File: config.mk
export PLATFORM = sky130hd
export DESIGN_NAME = spi_line_fill
export DESIGN_NICKNAME = d
export VERILOG_FILES = /design/src/rtl/spi_line_fill.sv
export SDC_FILE = /design/constraint.sdc
export NUM_CORES = 1
export LEC_CHECK = 0
export ABC_AREA = 1
export ABC_CLOCK_PERIOD_IN_PS = 3950
export CORE_AREA = 2 2 125 127
export DETAILED_ROUTE_END_ITERATION = 12
export DIE_AREA = 0 0 127 129
export GPL_TIMING_DRIVEN = 0
export PLACE_DENSITY = 0.52
export SLEW_MARGIN = 5
export SYNTH_ARGS = -nofsm -noshare
export SYNTH_HDL_FRONTEND = slang
export SYNTH_SLANG_ARGS = --single-unit
File: constraint.sdc
create_clock -name CLK -period 3.95 [get_ports CLK]
set_clock_uncertainty 0.1 [all_clocks]
set_input_delay 0.79 -clock CLK [delete_from_list [all_inputs] [get_ports CLK]]
set_output_delay 0.79 -clock CLK [all_outputs]
set_load 0.05 [all_outputs]
File: src/rtl/spi_line_fill.sv
// spi_line_fill: fills one cache line from SPI flash (READ 0x03) into the
// 256x16 cache data RAM. Each line is packed into little-endian 16-bit words.
module spi_line_fill #(
    parameter int unsigned LINE_WORDS = 8,
    parameter int unsigned SCK_DIV    = 1
) (
    input  logic        CLK,
    input  logic        RESETn,
    input  logic        fill_req,
    input  logic [23:0] fill_addr,
    input  logic [7:0]  fill_base,
    output logic        fill_busy,
    output logic        fill_done,
    output logic        sck,
    output logic        csb,
    output logic        mosi,
    input  logic        miso,
    output logic        ram_en,
    output logic [1:0]  ram_we,
    output logic [7:0]  ram_a,
    output logic [15:0] ram_di
);

    localparam int unsigned NBITS      = 32 + 16 * LINE_WORDS;
    localparam int unsigned CNT_W      = $clog2(NBITS);
    localparam int unsigned DIV_W      = 4;
    localparam int unsigned GAP_W      = 5;
    localparam int unsigned ALIGN_BITS = $clog2(LINE_WORDS * 2);
    localparam logic [23:0] ADDR_MASK  = ~((24'd1 << ALIGN_BITS) - 24'd1);

    typedef enum logic [1:0] {S_IDLE, S_SHIFT, S_GAP} state_e;

    state_e             state_q, state_d;
    logic               csb_q, csb_d;
    logic               sck_q, sck_d;
    logic               mosi_q, mosi_d;
    logic               busy_q, busy_d;
    logic               done_q, done_d;
    logic               ram_en_q, ram_en_d;
    logic [1:0]         ram_we_q, ram_we_d;
    logic [7:0]         ram_a_q, ram_a_d;
    logic [15:0]        ram_di_q, ram_di_d;
    logic [31:0]        tx_q, tx_d;
    logic [15:0]        sreg_q, sreg_d;
    logic [7:0]         base_q, base_d;
    logic [7:0]         word_idx_q, word_idx_d;
    logic [CNT_W-1:0]   bit_cnt_q, bit_cnt_d;
    logic [DIV_W-1:0]   div_q, div_d;
    logic [GAP_W-1:0]   gap_cnt_q, gap_cnt_d;
    logic               wr_pend_q, wr_pend_d;

    logic div_tc;
    logic sck_fall;
    logic last_bit;
    logic gap_tc;

    assign div_tc   = (div_q == DIV_W'(SCK_DIV - 1));
    assign sck_fall = (state_q == S_SHIFT) && div_tc && sck_q;
    assign last_bit = (bit_cnt_q == CNT_W'(NBITS - 1));
    assign gap_tc   = (gap_cnt_q == GAP_W'(2 * SCK_DIV - 1));

    // State register
    always_ff @(posedge CLK or negedge RESETn) begin
        if (!RESETn) state_q <= S_IDLE;
        else         state_q <= state_d;
    end

    // Next-state logic: IDLE -> SHIFT -> GAP -> IDLE
    always_comb begin
        state_d = state_q;
        unique case (state_q)
            S_IDLE:  if (fill_req)             state_d = S_SHIFT;
            S_SHIFT: if (sck_fall && last_bit) state_d = S_GAP;
            S_GAP:   if (gap_tc)               state_d = S_IDLE;
            default:                           state_d = S_IDLE;
        endcase
    end

    // Output/datapath next values: SPI shifting, word packing, RAM write pulse
    always_comb begin
        csb_d      = csb_q;
        sck_d      = sck_q;
        mosi_d     = mosi_q;
        busy_d     = busy_q;
        done_d     = 1'b0;
        ram_en_d   = 1'b0;
        ram_we_d   = 2'b00;
        ram_a_d    = ram_a_q;
        ram_di_d   = ram_di_q;
        tx_d       = tx_q;
        sreg_d     = sreg_q;
        base_d     = base_q;
        word_idx_d = word_idx_q;
        bit_cnt_d  = bit_cnt_q;
        div_d      = div_q;
        gap_cnt_d  = gap_cnt_q;
        wr_pend_d  = 1'b0;

        // A completed word is written one cycle after its last bit is sampled
        if (wr_pend_q) begin
            ram_en_d   = 1'b1;
            ram_we_d   = 2'b11;
            ram_a_d    = base_q + word_idx_q;
            ram_di_d   = {sreg_q[7:0], sreg_q[15:8]};
            word_idx_d = word_idx_q + 8'd1;
        end

        unique case (state_q)
            S_IDLE: begin
                if (fill_req) begin
                    tx_d       = {8'h03, fill_addr & ADDR_MASK};
                    mosi_d     = 1'b0;
                    base_d     = fill_base;
                    csb_d      = 1'b0;
                    busy_d     = 1'b1;
                    sck_d      = 1'b0;
                    div_d      = '0;
                    bit_cnt_d  = '0;
                    word_idx_d = '0;
                    sreg_d     = '0;
                end
            end
            S_SHIFT: begin
                if (div_tc) begin
                    div_d = '0;
                    sck_d = !sck_q;
                    if (!sck_q) begin
                        // Rising SCK: sample miso, data phase only
                        if (bit_cnt_q >= CNT_W'(32)) begin
                            sreg_d    = {sreg_q[14:0], miso};
                            wr_pend_d = (bit_cnt_q[3:0] == 4'hF);
                        end
                    end else if (last_bit) begin
                        csb_d     = 1'b1;
                        mosi_d    = 1'b0;
                        gap_cnt_d = '0;
                    end else begin
                        // Falling SCK: advance to next outgoing bit
                        bit_cnt_d = bit_cnt_q + CNT_W'(1);
                        tx_d      = {tx_q[30:0], 1'b0};
                        mosi_d    = tx_q[30];
                    end
                end else begin
                    div_d = div_q + DIV_W'(1);
                end
            end
            S_GAP: begin
                gap_cnt_d = gap_cnt_q + GAP_W'(1);
                if (gap_tc) begin
                    done_d = 1'b1;
                    busy_d = 1'b0;
                end
            end
            default: ;
        endcase
    end

    // Datapath and output registers
    always_ff @(posedge CLK or negedge RESETn) begin
        if (!RESETn) begin
            csb_q      <= 1'b1;
            sck_q      <= 1'b0;
            mosi_q     <= 1'b0;
            busy_q     <= 1'b0;
            done_q     <= 1'b0;
            ram_en_q   <= 1'b0;
            ram_we_q   <= 2'b00;
            ram_a_q    <= '0;
            ram_di_q   <= '0;
            tx_q       <= '0;
            sreg_q     <= '0;
            base_q     <= '0;
            word_idx_q <= '0;
            bit_cnt_q  <= '0;
            div_q      <= '0;
            gap_cnt_q  <= '0;
            wr_pend_q  <= 1'b0;
        end else begin
            csb_q      <= csb_d;
            sck_q      <= sck_d;
            mosi_q     <= mosi_d;
            busy_q     <= busy_d;
            done_q     <= done_d;
            ram_en_q   <= ram_en_d;
            ram_we_q   <= ram_we_d;
            ram_a_q    <= ram_a_d;
            ram_di_q   <= ram_di_d;
            tx_q       <= tx_d;
            sreg_q     <= sreg_d;
            base_q     <= base_d;
            word_idx_q <= word_idx_d;
            bit_cnt_q  <= bit_cnt_d;
            div_q      <= div_d;
            gap_cnt_q  <= gap_cnt_d;
            wr_pend_q  <= wr_pend_d;
        end
    end

    assign csb       = csb_q;
    assign sck       = sck_q;
    assign mosi      = mosi_q;
    assign fill_busy = busy_q;
    assign fill_done = done_q;
    assign ram_en    = ram_en_q;
    assign ram_we    = ram_we_q;
    assign ram_a     = ram_a_q;
    assign ram_di    = ram_di_q;

endmodule

Word-level counts from Yosys, hierarchy flattened
Index checks and enable logic that the tools add are counted.
W data, S select, Z words.
{"block": "op_classes", "n_addsub": 5, "order_cmp": 1, "n_eq_ne": 14, "muxes": 51, "n_reduce_logical": 19}
{"cell": "$mux W31", "count": 4}
{"cell": "$mux W16", "count": 4}
{"cell": "$pmux W31 S2", "count": 1}
{"cell": "$mux W8", "count": 7}
{"cell": "$pmux W16 S2", "count": 1}
{"cell": "$mux W1", "count": 17}
{"cell": "$add A8 B1 Y8 const B", "count": 2}
{"cell": "$pmux W8 S2", "count": 1}
{"cell": "$mux W5", "count": 3}
{"cell": "$reduce_and A5 Y1", "count": 3}
{"cell": "$ne A2 B2 Y1 const B", "count": 7}
{"cell": "$pmux W5 S2", "count": 1}
{"cell": "$reduce_and A3 Y1", "count": 3}
{"cell": "$add A8 B8 Y8", "count": 1}
{"cell": "$eq A8 B8 Y1 const B", "count": 1}
{"cell": "$ge A8 B6 Y1 const B", "count": 1}
{"cell": "$mux W2", "count": 4}
{"cell": "$mux W4", "count": 2}
{"cell": "$pmux W1 S2", "count": 4}
{"cell": "$pmux W4 S2", "count": 1}
{"cell": "$reduce_and A4 Y1", "count": 2}
{"cell": "$pmux W2 S3", "count": 1}
{"cell": "$reduce_bool A2 Y1", "count": 3}
{"cell": "$add A5 B1 Y5 const B", "count": 1}
{"cell": "other kinds (11)", "count": 15}
{"block": "totals", "regBits": 115, "in_bits": 36, "out_inout_bits": 32, "elab_cells": 108}

Depth between registers and ports, before layout
Gate-level depths: netlist (run 1).
{"block": "depth", "depth_word": 6, "depth_mapped": 10, "mapped_depth_nobuf": 9}

Worst setup path before layout (run 1)
Ideal clock, no wire load.
{"block": "synth_timing", "kind": "input to register", "from": "input port fill_req", "to": "register bit_cnt_q[6]", "setup_time_ps": 117, "t_arrival_ps": 1591, "required_ps": 3733, "slack_ps": 2142, "path_stages": 8, "path_buffers": 1, "path_cell_list": "nand2_1 nand2_2 nand2_1 nor2_2 o21ai_2 buf_4 nand2_1 nand2_1"}
{"block": "synth_via", "elab_chain_len": 2}
{"item": "start, declared", "line": "9", "source": "input logic fill_req,"}
{"item": "$ne A2 B2 Y1 (no source line)"}
{"item": "$reduce_and A5 Y1 (no source line)"}
{"item": "end signal, assigned", "line": "192", "source": "bit_cnt_q <= bit_cnt_d;"}
{"item": "end, declared", "line": "47", "source": "logic [CNT_W-1:0] bit_cnt_q, bit_cnt_d;"}
No other way between the ends.
A chain may end at the register's enable or synchronous reset.

Worst setup path in the final report (run 1)
{"block": "layout_timing", "from": "register csb_q (netlist: csb)", "to": "output port csb"}
{"item": "start, declared", "line": "34", "source": "logic csb_q, csb_d;"}
{"item": "start signal, assigned", "line": "179", "source": "csb_q <= csb_d;"}
{"item": "end, declared", "line": "15", "source": "output logic csb,"}
No word-level cell between the ends.

==> results summary, run 1 <==
The total global routing track utilization came out at 14.8%. The post-route total power came out at 0.00295 W. The kind of cell adding the most delay to the critical path is buffers and inverters. The cell taking the most area after synthesis is dfrtp_1. Of the total power, the clock network draws 30.8%. TritonCTS built the clock tree. Summed over its instances, the top area cell type makes up 52.1% of the synthesized netlist area. The first global-routing pass estimated 19.5 mm of wire.

The worst setup path is captured at an output port. The clock transition at the register clock pins on the worst setup and hold paths after CTS came out at 0.07 ns. The global route total overflow came out at 0.

The worst hold-check path type is in -> async. Sorting the synthesized cells by area gives the leading types as dfrtp_1, nand2_1, ha_1. Yosys printed 0 warnings. For this design the total switching power over the nets is 0.000896 W. In this run the standard cell core region covers 15000 um2. The count of boundary I/O pins came out at 68.

In this run, CTS created clock tree buffers numbering 9. Traced cell by cell, the critical path runs through clkdlybuf4s50_1. In the final routed layout, each cell accounts on average for 12.0 um. The detailed-routing iteration count for the pre-antenna-repair pass is 4. The biggest cell delay along the critical path is 0.81 ns. The pin count of the biggest net entering global routing came out at 76. The number of antenna-violating nets in the routed design is 0. The number of antenna cells inserted came out at 0. The proportion of synthesized chip area in sequential cells is 52.6%. The startpoint identified for the worst register-to-register timing path is bit_cnt_q[0]$_DFFE_PN0P_.

The post-synthesis cell count is 665. The number of hold-slack violations in the final timing report is 0. The instance area after placement came out at 6080 um2. The critical path is of the reg -> out type. The maximum fanout along the worst path is 2.

The flow ran to the end, and the final reports show no timing, DRC or antenna violations. The post-synthesis cell area came out at 5190 um2. The standard-cell row count is 45. The routed layout has 4281 vias. The worst path needs 2.61 ns of the cycle, external delays included. The portion of total power attributed to sequential cells came out at 48.3%. The power share of the combinational group is 20.8%. Setup repair after global routing left no endpoint under its margin.

The internal power is 0.00205 W. The number of buffers and inverters on the critical path came out at 1. The leakage power is 3.30 nW.

The worst-margin pin slew is 0.557 ns. In this run, post-CTS repair resized a total of 0 instances. The initial core utilization came out at 34.6%. The total nets after synthesis came out at 716. The slowest library cell on the worst path is clkdlybuf4s50_1. Detailed placement ended at an HPWL of 8.05 mm.

The via count of the first global-routing pass came out at 4058. The library cell used most frequently in the layout, excluding fill and tap cells, is nand2_1. For the worst setup path, the data required time is 3.06 ns. The count of routing violations after the opening detailed-route iteration is 318. The most critical setup path has its startpoint at csb$_DFFE_PN1P_. Of the available clock period, the critical path in the final layout requires 66.1%.

In the layout the commonest cells are nand2_1, dfrtp_1, clkdlybuf4s50_1, inv_1, nor2_1. Setup violations remaining at the end of the flow were counted as 0. The clock passes through at most 2 buffers. The data arrival time of the worst path came out at 1.72 ns.

The tightest slew margin relative to the limit came out at 62.8%. The initial antenna violation count is 0. The largest voltage drop on the vdd net is 0.294 mV. The H-tree depth is 3. The tree is rooted in a clkbuf_16. The die width is 127 um.

The cts-stage hold buffer count is 0. Using the TritonRoute via totals, the vias-per-cell ratio works out to 4.59. The net count reported at finish came out at 791. The final core utilization came out at 42.6%. The number of max-cap violations is 0.

Power spread over the standard cell area amounts to 462 nW/um2. After clock tree synthesis, the setup repair step added 0 buffers. The overall die area is 16400 um2.

The number of fill cells is 1509. The fraction of power spent switching nets came out at 30.4%. The finished cells cover 6370 um2.

The mean instance size in the synthesized netlist came out at 7.80 um2. The count of buffers from port buffering is 63. The height of the die is 129 um.

At the end of routability-driven placement, the weighted congestion stood at 0.819. The area growth from synthesis to layout is 22.9%. Prior to clock tree synthesis, the placed netlist has a worst setup slack of 1.41 ns. CTS saw 109 sinks.

STA classifies the critical path startpoint as a register. The clock latency on the worst-skew pair came out at 0.36 ns. The final-report max-slew violation count came out at 0.

The post-synthesis register bit count is 109. The post-detailed-routing wire length came out at 11.2 mm. The number of distinct library cells after synthesis is 35. The maximum achievable frequency is 0.383 GHz. The fraction of final layout cells with drive strength greater than 1 came out at 6.71%.

In the post-route analysis, the smallest setup slack over all paths is 1.34 ns. In the routed design, unresolved DRC markers number 0.
==> cell usage after synthesis, drive strengths merged <==
| master | number |
|---|---|
| nor4 | 1 |
| nor3b | 1 |
| nand3 | 22 |
| nand3b | 1 |
| o21ai | 31 |
| and3 | 1 |
| o21bai | 1 |
| clkbuf | 8 |
| fa | 1 |
| xor2 | 2 |
| ha | 14 |
| nand2 | 350 |
| o22ai | 2 |
| nor2 | 29 |
| dfrtp | 108 |
| dfstp | 1 |
| or2 | 5 |
| buf | 18 |
| nor3 | 6 |
| a21oi | 12 |
| o31ai | 1 |
| clkinv | 1 |
| xnor2 | 2 |
| o21a | 1 |
| inv | 40 |
| nand4 | 6 |
==> stage by stage <==
step | hold slack (ns) | TNS [ns] | cells
6_report | 0.221 | 0 | 933
5_1_grt | 0.239 | 0 | 933
4_1_cts | 0.227 | 0 | 933
3_5_place_dp | 0.311 | 0 | 917
3_3_place_gp | 0.312 | -255.29 | 916
2_1_floorplan | 0.282 | 0 | 665
==> area by class of cell <==
| cell class | count | area (um2) | area share, % |
|---|---|---|---|
| multi-input cells | 489 | 2170 | 34.1 |
| clock buffers | 11 | 233 | 3.65 |
| flip-flops and latches | 109 | 2730 | 42.8 |
| clock inverters | 5 | 60.1 | 0.942 |
| plain buffers | 26 | 130 | 2.04 |
| inverters | 41 | 154 | 2.41 |
| repair buffers | 64 | 659 | 10.3 |
| well taps | 188 | 235 | 3.69 |
==> worst paths after layout <==
kind | end | slack (ns) | depth (start not counted)
min in group CLK | ram_we[0]$_DFF_PN0_ | 0.33 | 0
setup reg to reg | tx_q[6]$_DFFE_PN0P_ | 2.04 | 8
hold / removal | base_q[2]$_DFFE_PN0P_ | 0.22 | 1
setup / recovery | csb | 1.34 | 1
max in group asynchronous | bit_cnt_q[3]$_DFFE_PN0P_ | 2.86 | 2
hold reg to reg | ram_we[0]$_DFF_PN0_ | 0.33 | 0
==> kinds of logic after synthesis <==
family,Yosys count,synth area share (%)
xor gates and xnor gates,4,0.676
AOI/OAI and AO/OA,48,4.90
DFF,109,52.6
and+or+nand+nor,422,32.6
adders and majority gates,15,3.76
buffers and inverters,67,5.48
==> registers in the layout, indices dropped and copies added (netlist names) <==
name        cells
state_q         2
fill_busy       1
mosi            1
ram_di         16
base_q          8
tx_q           27
bit_cnt_q       8
wr_pend_q       1
ram_a           8
csb             1
div_q           4
sreg_q         16
word_idx_q      8
ram_we          1
fill_done       1
sck             1
gap_cnt_q       5
==> layer usage <==
layer  vias up  wire (um)  GRT usage, %
li1       2207          -             -
met1      1998       5270          19.0
met2        65       5310          24.7
met3        11        457          4.07
met4         0        136          4.20
met5         -          0             0
==> power groups by stage <==
stage	Clock (W)	Sequential, W	Combinational (W)
CTS	0.000947	0.00143	0.000626
finish	0.000908	0.00142	0.000613
global route	0.000986	0.00145	0.000727
global placement	0	0.00144	0.000604
floorplan	0	0.00145	0.000421
detailed placement	0	0.00144	0.000624
No activity file was read; power rests on OpenSTA's default activity.
==> inputs of run 2 (changes only) <==
ABC_CLOCK_PERIOD_IN_PS = 2300   (was 3950)
PLACE_DENSITY = 0.54   (was 0.52)
clock period = 2.3 ns   (was 3.95 ns; I/O delays follow)
==> run 2 against run 1 <==
Against the previous run: routed wire length grew 0.12%; via count grew 0.79%; utilization shrank 0.050 points; power grew 69%; design area shrank 0.12%; setup slack lost 1.3 ns; cell count grew 0.11%; flip-flop and latch count is the same; sequential power grew 72%; clock-buffer cell count is the same; register-to-register slack lost 1.6 ns; die area is the same; largest cell class unchanged.
==> results summary, run 2 (same netlist as run 1, synthesis figures left out) <==
The flow ran to the end, and the final reports show no timing, DRC or antenna violations. The pin count of the biggest net entering global routing is 80 (+5.3%). The number of flip-flops under the largest register name is 27 (unchanged). The worst-margin pin slew came out at 0.577 ns (+0.0193 ns). The final design area excluding fillers was 6370 um2 (-0.12%). The maximum fanout along the worst path is 3 (+1). The count of boundary I/O pins came to 68 (unchanged). The clock transition at the register clock pins on the worst setup and hold paths after CTS came out at 0.07 ns (about the same). The height of the die was 129 um (unchanged).

Leaving out fill and tap cells, the most frequent cells in the layout are nand2_1, dfrtp_1, clkdlybuf4s50_1, inv_1, nor2_1. The largest voltage drop on the vdd net came out at 0.483 mV (+64%). The total clock sinks came out at 109 (unchanged).

The die width is 127 um (unchanged). The most critical setup path has its startpoint at ram_we[0]$_DFF_PN0_. The average wire per cell in the routed design came to 12.0 um (about the same). STA classifies the critical path endpoint as an output port. The final setup violation count is 0 (unchanged). The standard-cell row count came out at 45 (unchanged). The instance area after placement was 6080 um2 (unchanged). The area growth from synthesis to layout is 22.8%. The first-pass GRT wire length was 19.3 mm (-0.85%).

The count of routing violations after the opening detailed-route iteration came to 240 (-25%). The tightest slew margin relative to the limit came out at 61.6% (-1.3 points). The placement-stage worst setup slack came out at 0.105 ns (-1.31 ns).

The final-report max-slew violation count came out at 0 (unchanged). The overall die area is 16400 um2 (unchanged). The final period demand of the worst path came out at 2.23 ns. The post-route setup TNS came to 0 ns (unchanged). The via count is 4315 (+0.79%).

The data arrival time of the worst path came to 1.67 ns (-0.05 ns). The number of hold-slack violations in the final timing report is 0 (unchanged). The count of buffers from port buffering came out at 63 (unchanged). The final worst-path setup slack came out at 0.0749 ns (-1.26 ns).

The slowest library cell on the worst path is clkdlybuf4s50_1. The maximum achievable frequency is 0.449 GHz. The number of remaining DRC errors came out at 0 (unchanged). The initial core utilization came out at 34.6% (unchanged).

The initial antenna violation count is 0 (unchanged). The number of antenna cells inserted is 0 (unchanged). The leakage power is 3.29 nW (-0.19%).

The detailed-routing iteration count for the pre-antenna-repair pass is 5 (+1). Setup repair after global routing left no endpoint under its margin. The biggest cell delay along the critical path came out at 0.79 ns (-0.02 ns). The fraction of final layout cells with drive strength greater than 1 came out at 6.84% (+0.13 points). The total core area is 15000 um2 (unchanged). Walking the worst path, the cells encountered are buf_4 > clkdlybuf4s50_1. The HPWL reported at the end of detailed placement is 8.02 mm (-0.41%).

The total global routing track utilization is 14.7% (-0.11 points). The global placement routability congestion came out at 0.795 (-2.9%). The final core utilization came out at 42.5% (-0.050 points). The post-detailed-routing wire length is 11.2 mm (+0.12%). The via count of the first global-routing pass came out at 4085 (+0.67%). The net count reported at finish is 792 (+0.13%). The deepest clock path buffer count is 2 (unchanged). The data required time of the worst path is 1.74 ns (-1.32 ns).

The library cell used most frequently in the layout, excluding fill and tap cells, is nand2_1. The worst setup path is launched from a register. The startpoint identified for the worst hold timing path is wr_pend_q$_DFF_PN0_. The ratio of routed vias to standard cells came out at 4.62 (+0.69%). The power density over cell area is 780 nW/um2 (+69%). The number of max-cap violations came out at 0 (unchanged). The H-tree depth was 3 (unchanged). The worst hold-check path type is reg -> reg. The largest register by flop count is tx_q. The type of the worst setup path is reg -> out.

The number of fill cells came to 1499 (-0.66%). TritonCTS built the clock tree. The number of setup buffers added after CTS was 0 (unchanged). The final critical path takes up 96.7% of the cycle. The total clock buffers created by CTS was 9 (unchanged). The clock latency on the worst-skew pair came out at 0.36 ns (about the same). The start of the worst register-to-register path is bit_cnt_q[0]$_DFFE_PN0P_. The post-route total power is 0.00497 W (+69%). The number of antenna-violating nets in the routed design came out at 0 (unchanged).

CTS placed an instance of clkbuf_16 at the clock tree root. The global route total overflow is 0 (unchanged).
run 2: cell count changes in the layout (fill, tap and decap cells not counted), sizes merged:
cell	change
dlygate4sd2	+1
dlygate4sd3	+1
clkdlybuf4s50	-1
bufinv	-1
clkinv	-1
clkinvlp	+2
run 2: path summary, 6_finish.rpt:
| path | endpoint | depth (start not counted) | slack, ns |
|---|---|---|---|
| setup / recovery | ram_we[0] | 2 | 0.07 |
| hold / removal | ram_we[0]$_DFF_PN0_ | 0 | 0.33 |
| setup reg to reg | tx_q[8]$_DFFE_PN0P_ | 8 | 0.41 |
| hold reg to reg | ram_we[0]$_DFF_PN0_ | 0 | 0.33 |
| max in group asynchronous | tx_q[6]$_DFFE_PN0P_ | 3 | 0.97 |
| min in group asynchronous | base_q[4]$_DFFE_PN0P_ | 2 | 0.45 |
run 2: final cells by class:
type,count,area (um2),share of cell area (%)
tap,188,235,3.69
sequential,109,2730,42.9
clock buffer,11,243,3.81
buffer,26,130,2.04
timing repair buffer,65,668,10.5
inverter,41,154,2.42
multi-input combinational,489,2170,34.1
clock inverter,5,33.8,0.531
run 2: per-stage QoR:
stage	hold WS [ns]	cells
CTS	0.330	934
finish	0.327	934
floorplan	0.0644	665
global route	0.348	934
detailed placement	0.267	917
global placement	0.311	916
run 2: power breakdown:
| group | switching, W | internal, W | leakage [nW] |
|---|---|---|---|
| logic | 0.000635 | 0.000431 | 1.70 |
| registers | 0.000200 | 0.00224 | 1.46 |
| clock network | 0.000701 | 0.000765 | 0.132 |
run 2: critical path: cells and delay by family, from the launching register on:
family	cells	cell delay (ns)
buf+inv	2	0.91
flops	1	0.40
run 2: repair_timing:
action                                  4_1_cts  5_1_grt
hold buffers                                  1        0
endpoints found under the hold margin        29        0
resized for setup                             1        0
endpoints found under the setup margin        1        0
run 2: layer usage:
metal,wire (um),track usage (%)
met4,143,4.59
met5,0,0
met1,5420,19.2
met3,433,3.87
met2,5180,24.0
==> inputs of run 3 (changes only) <==
CELL_PAD_IN_SITES_DETAIL_PLACEMENT = 1   (was not set)
CELL_PAD_IN_SITES_GLOBAL_PLACEMENT = 1   (was not set)
CTS_CLUSTER_DIAMETER = 30   (was not set)
PLACE_DENSITY = 0.7   (was 0.54)
==> run 3 against run 2 <==
Against the previous run: non-clock buffer count is the same; critical path depth is the same; routed wire length grew 16%; utilization grew 0.12 points; global-route usage grew 2.2 points; first-iteration DRC count shrank 24%; fmax grew 0.58%; register-to-register slack lost 0.07 ns; hold slack gained 0.011 ns; die area is the same; design area grew 0.28%; critical endpoint is now ram_we[1]; largest power group unchanged; highest routed layer unchanged.
==> results summary, run 3 (same netlist as run 1, synthesis figures left out) <==
The run finished with clean final reports. The HPWL reported at the end of detailed placement came out at 9.42 mm (+17%). The height of the die is 129 um (unchanged). The number of antenna cells inserted is 0 (unchanged). The global route total overflow is 0 (unchanged).

The detailed-routing iteration count for the pre-antenna-repair pass came out at 4 (-1). The number of antenna-violating nets in the routed design is 0 (unchanged). The tightest slew margin relative to the limit is 60.5% (-1.0 points). The post-route total power came out at 0.00512 W (+3.1%).

The worst setup path is of the reg -> out kind. The H-tree depth was 3 (unchanged). The post-route clock period utilization is 96.2% (-0.56 points).

The initial antenna violation count was 0 (unchanged). The number of flip-flops under the largest register name is 27 (unchanged). The largest voltage drop on the vdd net came out at 0.460 mV (-4.9%). The final setup violation count was 0 (unchanged). The clock transition at the register clock pins on the worst setup and hold paths after CTS is 0.07 ns (about the same). The post-detailed-routing wire length came out at 12.9 mm (+16%). The count of boundary I/O pins came out at 68 (unchanged). The power density over cell area is 803 nW/um2 (+2.8%). The fraction of power spent switching nets came to 31.2% (+0.30 points). The CTS tree is yes. The final-report max-slew violation count came out at 0 (unchanged).

The net count reported at finish came out at 792 (unchanged). The total global routing track utilization was 16.9% (+2.2 points). The first-pass GRT wire length is 22.4 mm (+16%). The number of remaining DRC errors is 0 (unchanged). The total clock sinks is 109 (unchanged).

The total core area came to 15000 um2 (unchanged). The worst setup path is captured at an output port. Leaving out fill and tap cells, the most frequent cell in the layout is nand2_1. The total net switching power came out at 0.00160 W (+4.1%). The count of routing violations after the opening detailed-route iteration came out at 182 (-24%).

The via count came out at 4439 (+2.9%). The deepest clock path buffer count came out at 2 (unchanged). The ratio of routed vias to standard cells is 4.76 (+3.0%). The fraction of final layout cells with drive strength greater than 1 came out at 6.58% (-0.26 points). The leakage power came out at 3.31 nW (+0.51%). The number of max-cap violations is 0 (unchanged). The startpoint identified for the worst register-to-register timing path is bit_cnt_q[0]$_DFFE_PN0P_. The final period demand of the worst path came out at 2.21 ns (-0.0128 ns). The cell count of the worst hold path is 0 (unchanged). The via count of the first global-routing pass came out at 4744 (+16%).

The data arrival time of the worst path came to 1.65 ns (-0.02 ns). The worst hold-check path type is reg -> reg. Walking the worst path, the cells encountered are buf_4 > clkdlybuf4s50_1. The kind of cell adding the most delay to the critical path is buffers and inverters. The worst reg-to-reg setup slack is 0.34 ns (-0.07 ns).

The power share of the combinational group was 21.4% (about the same). The clock latency on the worst-skew pair is 0.35 ns (about the same). The pin count of the biggest net entering global routing came to 58 (-28%). The path depth of the worst reg2reg path came out at 8 (unchanged). The portion of total power attributed to sequential cells came out at 47.7% (-1.3 points). The standard-cell row count is 45 (unchanged). The clock group share of total power was 30.9% (+1.4 points). The number of buffers and inverters on the critical path came out at 2 (unchanged). The maximum fanout along the worst path was 3 (unchanged). The worst hold path begins at wr_pend_q$_DFF_PN0_. The total clock buffers created by CTS came out at 9 (unchanged).

The initial core utilization came to 34.6% (unchanged). More flip-flops sit in one register than any other, and that register is tx_q. The overall die area is 16400 um2 (unchanged).

Compared with the post-synthesis result, the final layout area differs by 23.1%. The worst setup path is launched from a register. Clock tree synthesis selected as its root buffer the cell clkbuf_16. The worst hold endpoint is ram_we[0]$_DFF_PN0_. For this design, the slowest cell found on the critical path is clkdlybuf4s50_1. The global placement routability congestion came out at 0.791 (-0.48%). The die width came out at 127 um (unchanged). The average wire per cell in the routed design is 13.9 um (+16%). The post-route setup TNS came out at 0 ns (unchanged). In the layout the commonest cells are nand2_1, dfrtp_1, clkdlybuf4s50_1, inv_1, nor2_1. The maximum achievable frequency is 0.452 GHz (+0.58%).

The internal power is 0.00352 W (+2.7%). The biggest cell delay along the critical path was 0.79 ns (about the same). The data required time of the worst path came out at 1.74 ns (about the same). The endpoint identified for the worst register-to-register timing path is bit_cnt_q[7]$_DFFE_PN0P_. The number of hold-slack violations in the final timing report is 0 (unchanged). The worst-margin pin slew is 0.592 ns (+0.0154 ns).

Setup repair after global routing left no endpoint under its margin. The count of buffers from port buffering is 63 (unchanged).
==> run 3: cell types whose count changed in the layout (fill, tap and decap cells not counted), sizes merged <==
cell	before	now
bufinv	0	1
dlymetal6s2s	0	1
dlygate4sd2	1	0
inv	41	42
clkinv	3	1
clkinvlp	2	1
==> run 3: how the worst max path moves through the flow <==
stage	start	end	slack, ns	cells past startpoint
finish	ram_we[0]$_DFF_PN0_	ram_we[1]	0.09	2
global route	ram_we[0]$_DFF_PN0_	ram_we[1]	0.02	2
CTS	csb$_DFFE_PN1P_	csb	0.004	1
detailed placement	fill_req	sreg_q[3]$_DFFE_PN0P_	0.06	9
global placement	RESETn	tx_q[12]$_DFFE_PN0P_	-3.68	1
floorplan	sck$_DFFE_PN0P_	bit_cnt_q[6]$_DFFE_PN0P_	0.63	8
==> run 3: layout make-up <==
type | instances | area (um2)
fillers | 1849 | 8590
flip-flops and latches | 109 | 2730
multi-input cells | 489 | 2170
repair buffers | 65 | 672
well taps | 188 | 235
clock buffers | 11 | 233
inverters | 41 | 154
plain buffers | 26 | 130
clock inverters | 4 | 57.6
==> run 3: power by group through the flow <==
| stage | Sequential (W) | Clock, W | Combinational (W) |
|---|---|---|---|
| final | 0.00244 | 0.00158 | 0.00109 |
| after global routing | 0.00250 | 0.00172 | 0.00127 |
| after CTS | 0.00245 | 0.00164 | 0.00112 |
| after detailed placement | 0.00248 | 0 | 0.00111 |
| after global placement | 0.00247 | 0 | 0.00104 |
| after floorplan | 0.00249 | 0 | 0.000723 |
==> run 3: per-stage QoR <==
| step | utilization [%] | hold slack [ns] | setup slack, ns | cell area (um2) | cells |
|---|---|---|---|---|---|
| global placement | 40.4 | 0.315 | -3.68 | 6050 | 916 |
| finish | 42.6 | 0.339 | 0.0877 | 6380 | 933 |
| floorplan | - | 0.0644 | 0.629 | 5190 | 665 |
| CTS | 42.6 | 0.335 | 0.00366 | 6380 | 933 |
| global route | 42.6 | 0.376 | 0.0178 | 6380 | 933 |
| detailed placement | 40.6 | 0.317 | 0.0649 | 6080 | 917 |
==> run 3: timing repair <==
item | in CTS | in global routing
gates resized for setup | 0 | 1
buffers inserted | 0 | 0
setup endpoints to repair | 0 | 1
endpoints found under the hold margin | 56 | 0
hold buffers | 1 | 0
==> run 3: routing by layer <==
metal,part of all wire (%),wire length [um],track usage (%)
met1,47,6040,20.8
met2,49,6310,29.8
met3,3.1,401,4.12
met4,1.4,176,4.46
met5,0,0,0
==> edit 1: new RTL, settings of run 3 <==
Reset style: synchronous (`RESETn`), changed in 2 clocked blocks.
--- a/src/rtl/spi_line_fill.sv
+++ b/src/rtl/spi_line_fill.sv
@@ -61,5 +61,5 @@
 
     // State register
-    always_ff @(posedge CLK or negedge RESETn) begin
+    always_ff @(posedge CLK) begin
         if (!RESETn) state_q <= S_IDLE;
         else         state_q <= state_d;
@@ -157,5 +157,5 @@
 
     // Datapath and output registers
-    always_ff @(posedge CLK or negedge RESETn) begin
+    always_ff @(posedge CLK) begin
         if (!RESETn) begin
             csb_q      <= 1'b1;
Function: differs if RESETn is asserted again (counterexample within 4 cycles, from zero or initial values and one cycle with RESETn low); with RESETn held inactive, the same outputs for 10 cycles.
==> edit 1 against run 3 <==
- clock power rose by 3%
- sequential power fell by 5%
- critical path depth did not move
- synthesized cell count rose by 11%
- routed wire length rose by 11%
- sequential cell count did not move
- design area fell by 2.1%
- synthesized area fell by 1.9%
- worst setup slack improved by 0.033 ns
- power rose by 5.0%
- combinational power rose by 33%
- utilization fell by 0.91 points
- critical path type unchanged
- largest cell class is now multi-input combinational cells
- largest power group unchanged
==> edit 1: results (changes against run 3) <==
* Met3 routed WL at 417 um (+4.0%)
* Post-synthesis sequential area ratio at 0.4288 (-0.09736)
* Peak VDD IR at 0.3369 mV (-27%)
* Worst EP arrival at 1.62 ns (-0.03 ns)
* Synth cell types at 32 (-8.6%)
* Slew headroom at 0.5457 (-0.05959)
* Pre-CTS WS at 0.1376 ns (+0.07266 ns)
* Nets at 862 (+8.8%)
* Largest net degree at the start of global routing at 18 (-69%)
* Status: complete, no violations
* Placed cell area at 5944 um2 (-2.2%)
* Port Buffers at 62 (-1.6%)
* Via count of the first global-routing pass at 4943 (+4.2%)
* Cells on worst reg2reg path at 7 (-1)
* Initial DRC count at 169 (-7.1%)
* HPWL after DPL at 10410 um (+10%)
* DR WL met2 at 6771 um (+7.4%)
* Met1 Routed Length at 6880 um (+14%)
* All-Layer GR Usage at 0.1821 (+0.01322)
* Fraction of registers with async set/reset at 0 (-1.000)
* Number of flip-flops in the largest register at 27 (unchanged)
* Layout cells sized above 1 at 0.06250 (-0.003272)
* RePlAce Congestion at 0.8668 (+9.6%)
* Global-route wire length before repair at 24080 um (+7.4%)
* Synth Net Count at 789 (+10%)
* Leak pwr at 0.002765 uW (-16%)
* Hold depth at 2 (+2)
* Via density at 4.872 (+2.4%)
[edit 1: metal layers]
metal  GRT usage  up-vias
met4     0.06593        0
met1      0.2333     2314
li1            -     2492
met5           0        -
met3     0.02869       17
met2      0.3121       68
[edit 1: kinds of logic (layout without fill, tap and decap cells)]
group                    count (synthesis)  in the layout  synth area share
AND/OR/NAND/NOR                        406            406            0.3310
flip-flops                             109            109            0.4288
AO/OA/AOI/OAI                          104            104            0.1050
buffers and inverters                   95            173           0.08139
adder cells (fa/ha/maj)                 15             15           0.03836
XOR/XNOR                                 9              9           0.01549
[edit 1: where the power goes]
part	internal [uW]	leakage, uW	switching (uW)
Combinational	519	0.00173	928
Clock	878	0.000146	744
Sequential	2140	0.000889	174
Total	3530	0.00276	1850
[edit 1: area by class of cell]
type | instances | area, um2
multi-input combinational | 534 | 2492
timing repair buffer | 62 | 620.6
clock buffer | 11 | 242.7
sequential | 109 | 2182
fill | 1909 | 8730
tap | 188 | 235.2
clock inverter | 5 | 60.06
inverter | 53 | 198.9
buffer | 42 | 215.2
[edit 1: worst max-delay path, cell delays in order (launching register included)]
cell and delay (ns):
dfxtp_1 0.36, buf_4 0.12, clkdlybuf4s50_1 0.79
[edit 1: worst paths after layout]
kind	start	end	slack, ns
hold / removal	tx_q[17]	tx_q[17]	0.36
setup / recovery	ram_we[0]	ram_we[1]	0.12
setup reg to reg	bit_cnt_q[0]	tx_q[11]	0.35
hold reg to reg	tx_q[17]	tx_q[17]	0.36
[edit 1: stage by stage]
stage / instances / total power (uW)
after floorplan: 738 / 3359
after CTS: 1004 / 5454
after global routing: 1004 / 5759
after global placement: 988 / 3761
final: 1004 / 5378
after detailed placement: 988 / 3818
==> edit 2: new RTL, flow settings as in run 3 <==
Made on the original files. The localparam `DIV_W` goes from 4 to 6.
--- a/src/rtl/spi_line_fill.sv
+++ b/src/rtl/spi_line_fill.sv
@@ -24,5 +24,5 @@
     localparam int unsigned NBITS      = 32 + 16 * LINE_WORDS;
     localparam int unsigned CNT_W      = $clog2(NBITS);
-    localparam int unsigned DIV_W      = 4;
+    localparam int unsigned DIV_W      = 6;
     localparam int unsigned GAP_W      = 5;
     localparam int unsigned ALIGN_BITS = $clog2(LINE_WORDS * 2);
Check against the original RTL: no difference found for any inputs over 10 cycles, from zero or initial values and one cycle with RESETn low; that may be too few to reach the edited logic, so the function may still have changed.
==> edit 2 against run 3 <==
- via count increased by 9.2%
- global-route usage increased by 2.1 points
- routed wire length is 13% higher
- sequential cell count increased by 2
- design area is 8.1% higher
- die area did not move
- synthesized area is 8.7% higher
- worst setup slack worse by 0.027 ns
Power is not compared: it rests on default switching activity, and its combinational part moved more than twofold at a synthesized area within 25%.
==> edit 2: results (changes against run 3) <==
* Slew headroom at 0.6012 (-0.004106)
* Post-synthesis sequential area ratio at 0.4931 (-0.03306)
* Worst path slowest cell: clkdlybuf4s50_1
* CP peak stage delay at 0.80 ns
* Nets at 842 (+6.3%)
* Worst EP arrival at 1.68 ns (+0.03 ns)
* Cells resized by post-CTS repair at 0 (unchanged)
* 1st-pass router iterations at 6 (+2)
* Hold depth at 2 (+2)
* Post-Synth Adder-Cell Area at 0.03464 (-0.003000)
* Peak VDD IR at 0.3181 mV
* Met3 routed WL at 349 um (-13%)
* Critical Path Fanout Max at 2 (-1)
* Hold Crit Class: flop to flop
* Routed vias at 4847 (+9.2%)
* HPWL after DPL at 10680 um (+13%)
* Ys Warns at 0 (unchanged)
* Via count of the first global-routing pass at 5174 (+9.1%)
* Placed cell area at 6530 um2 (+7.4%)
* DR WL met2 at 7191 um (+14%)
* Area contributors post-synth: dfrtp_1 49%, nand2_1 19%, inv_1 4.1%
* Clk_lat worst skew at 0.35 ns (about the same)
* RePlAce Congestion at 0.7822 (-1.1%)
* H-tree Lvls at 3 (unchanged)
* Buffers inserted by post-CTS timing repair at 0 (unchanged)
* CTS max path bufs at 2 (unchanged)
* HP Start: tx_q[22]
* FF-to-FF Start: bit_cnt_q[0]
* Layout cells sized above 1 at 0.07421 (+0.008442)
* Synth Area in Compound Gates at 0.04529 (-0.003682)
* Largest net degree at the start of global routing at 63 (+8.6%)
* Fraction of registers with async set/reset at 1.000 (unchanged)
* CP Launch Point: csb
* Cells on worst reg2reg path at 8 (unchanged)
* All-Layer GR Usage at 0.1903 (+0.02137)
* Top reg by flops: tx_q
* Final wirelength at 14600 um (+13%)
* Largest delay share family, worst path: buffers and inverters
* Fillers at 1829 (-1.1%)
* Met1 Routed Length at 6880 um (+14%)
* CTS buffer count at 9 (unchanged)
* Clock transition at path regs at 0.07 ns (about the same)
* Top post-synthesis cells by count: 291 x nand2_1, 110 x dfrtp_1, 62 x inv_1
* Status: complete, no violations
* Leak pwr at 0.003584 uW
* Post-synthesis mux area share at 0 (unchanged)
* Number of flops mapped to enable cells by yosys at 0 (unchanged)
* Root buffer cell: clkbuf_16
* Ant diodes at 0 (unchanged)
* Synth cell types at 38 (+8.6%)
* Number of flip-flops in the largest register at 27 (unchanged)
* Post-Synth XOR/XNOR Area at 0.01243 (+0.005678)
* Initial antenna violation count at 0 (unchanged)
* Synth Net Count at 766 (+7.0%)
* Global-route wire length before repair at 24960 um (+11%)
* Initial DRC count at 196 (+7.7%)
* Highest routed layer: met4
* Port Buffers at 63 (unchanged)
edit 2: cell count changes after synthesis, sizes merged, moves of 2 or more:
cell	before	now
nand2	350	296
nand4	6	35
inv	40	65
nand3	22	43
nor2	29	50
buf	18	22
o21ai	31	27
xor2	2	6
a21oi	12	9
nand3b	1	4
nor3	6	3
clkbuf	8	10
dfrtp	108	110
edit 2: path summary, 6_finish.rpt:
kind	slack (ns)	endpoint
setup / recovery	0.06	csb
hold / removal	0.37	tx_q[22]
setup reg to reg	0.41	gap_cnt_q[0]
hold reg to reg	0.37	tx_q[22]
max in group asynchronous	0.90	tx_q[26]
min in group asynchronous	0.52	ram_di[2]
edit 2: cell type report:
class | count | area, um2 | share of cell area
inverters | 65 | 244.0 | 0.03536
flip-flops and latches | 111 | 2779 | 0.4028
clock buffers | 9 | 225.2 | 0.03264
multi-input cells | 507 | 2407 | 0.3489
well taps | 188 | 235.2 | 0.03410
repair buffers | 65 | 669.4 | 0.09703
plain buffers | 32 | 205.2 | 0.02974
clock inverters | 6 | 133.9 | 0.01941
edit 2: repair_timing:
| action | CTS | global route |
|---|---|---|
| hold endpoints to repair | 48 | 0 |
| hold buffers | 1 | 0 |
| setup endpoints to repair | 0 | 0 |
edit 2: per-layer routing:
| metal | up-vias | global-route usage |
|---|---|---|
| li1 | 2411 | - |
| met1 | 2353 | 0.2427 |
| met2 | 70 | 0.3374 |
| met3 | 13 | 0.02328 |
| met4 | 0 | 0.06270 |
| met5 | - | 0 |
edit 2: cells by family (layout without fill, tap and decap cells):
group / count (synthesis) / in the layout
flip-flops: 111 / 111
XOR/XNOR: 8 / 8
buffers and inverters: 97 / 177
adder cells (fa/ha/maj): 15 / 15
AND/OR/NAND/NOR: 439 / 439
AO/OA/AOI/OAI: 45 / 45
edit 2: power breakdown:
part	internal, uW	total [uW]	switching, uW
sequential	1950	1950	0
combinational	52.2	101	49.0
clock	1170	1900	728
total	3170	3950	777
edit 2: metrics by stage:
| step | worst slack, ns | std cells | total power [uW] |
|---|---|---|---|
| final | 0.06121 | 983 | 3949 |
| after detailed placement | 0.2330 | 967 | 2092 |
| after global placement | -3.831 | 966 | 2086 |
| after floorplan | 0.6880 | 715 | 1990 |
| after global routing | 0.02534 | 983 | 4078 |
| after CTS | 0.03659 | 983 | 4004 |
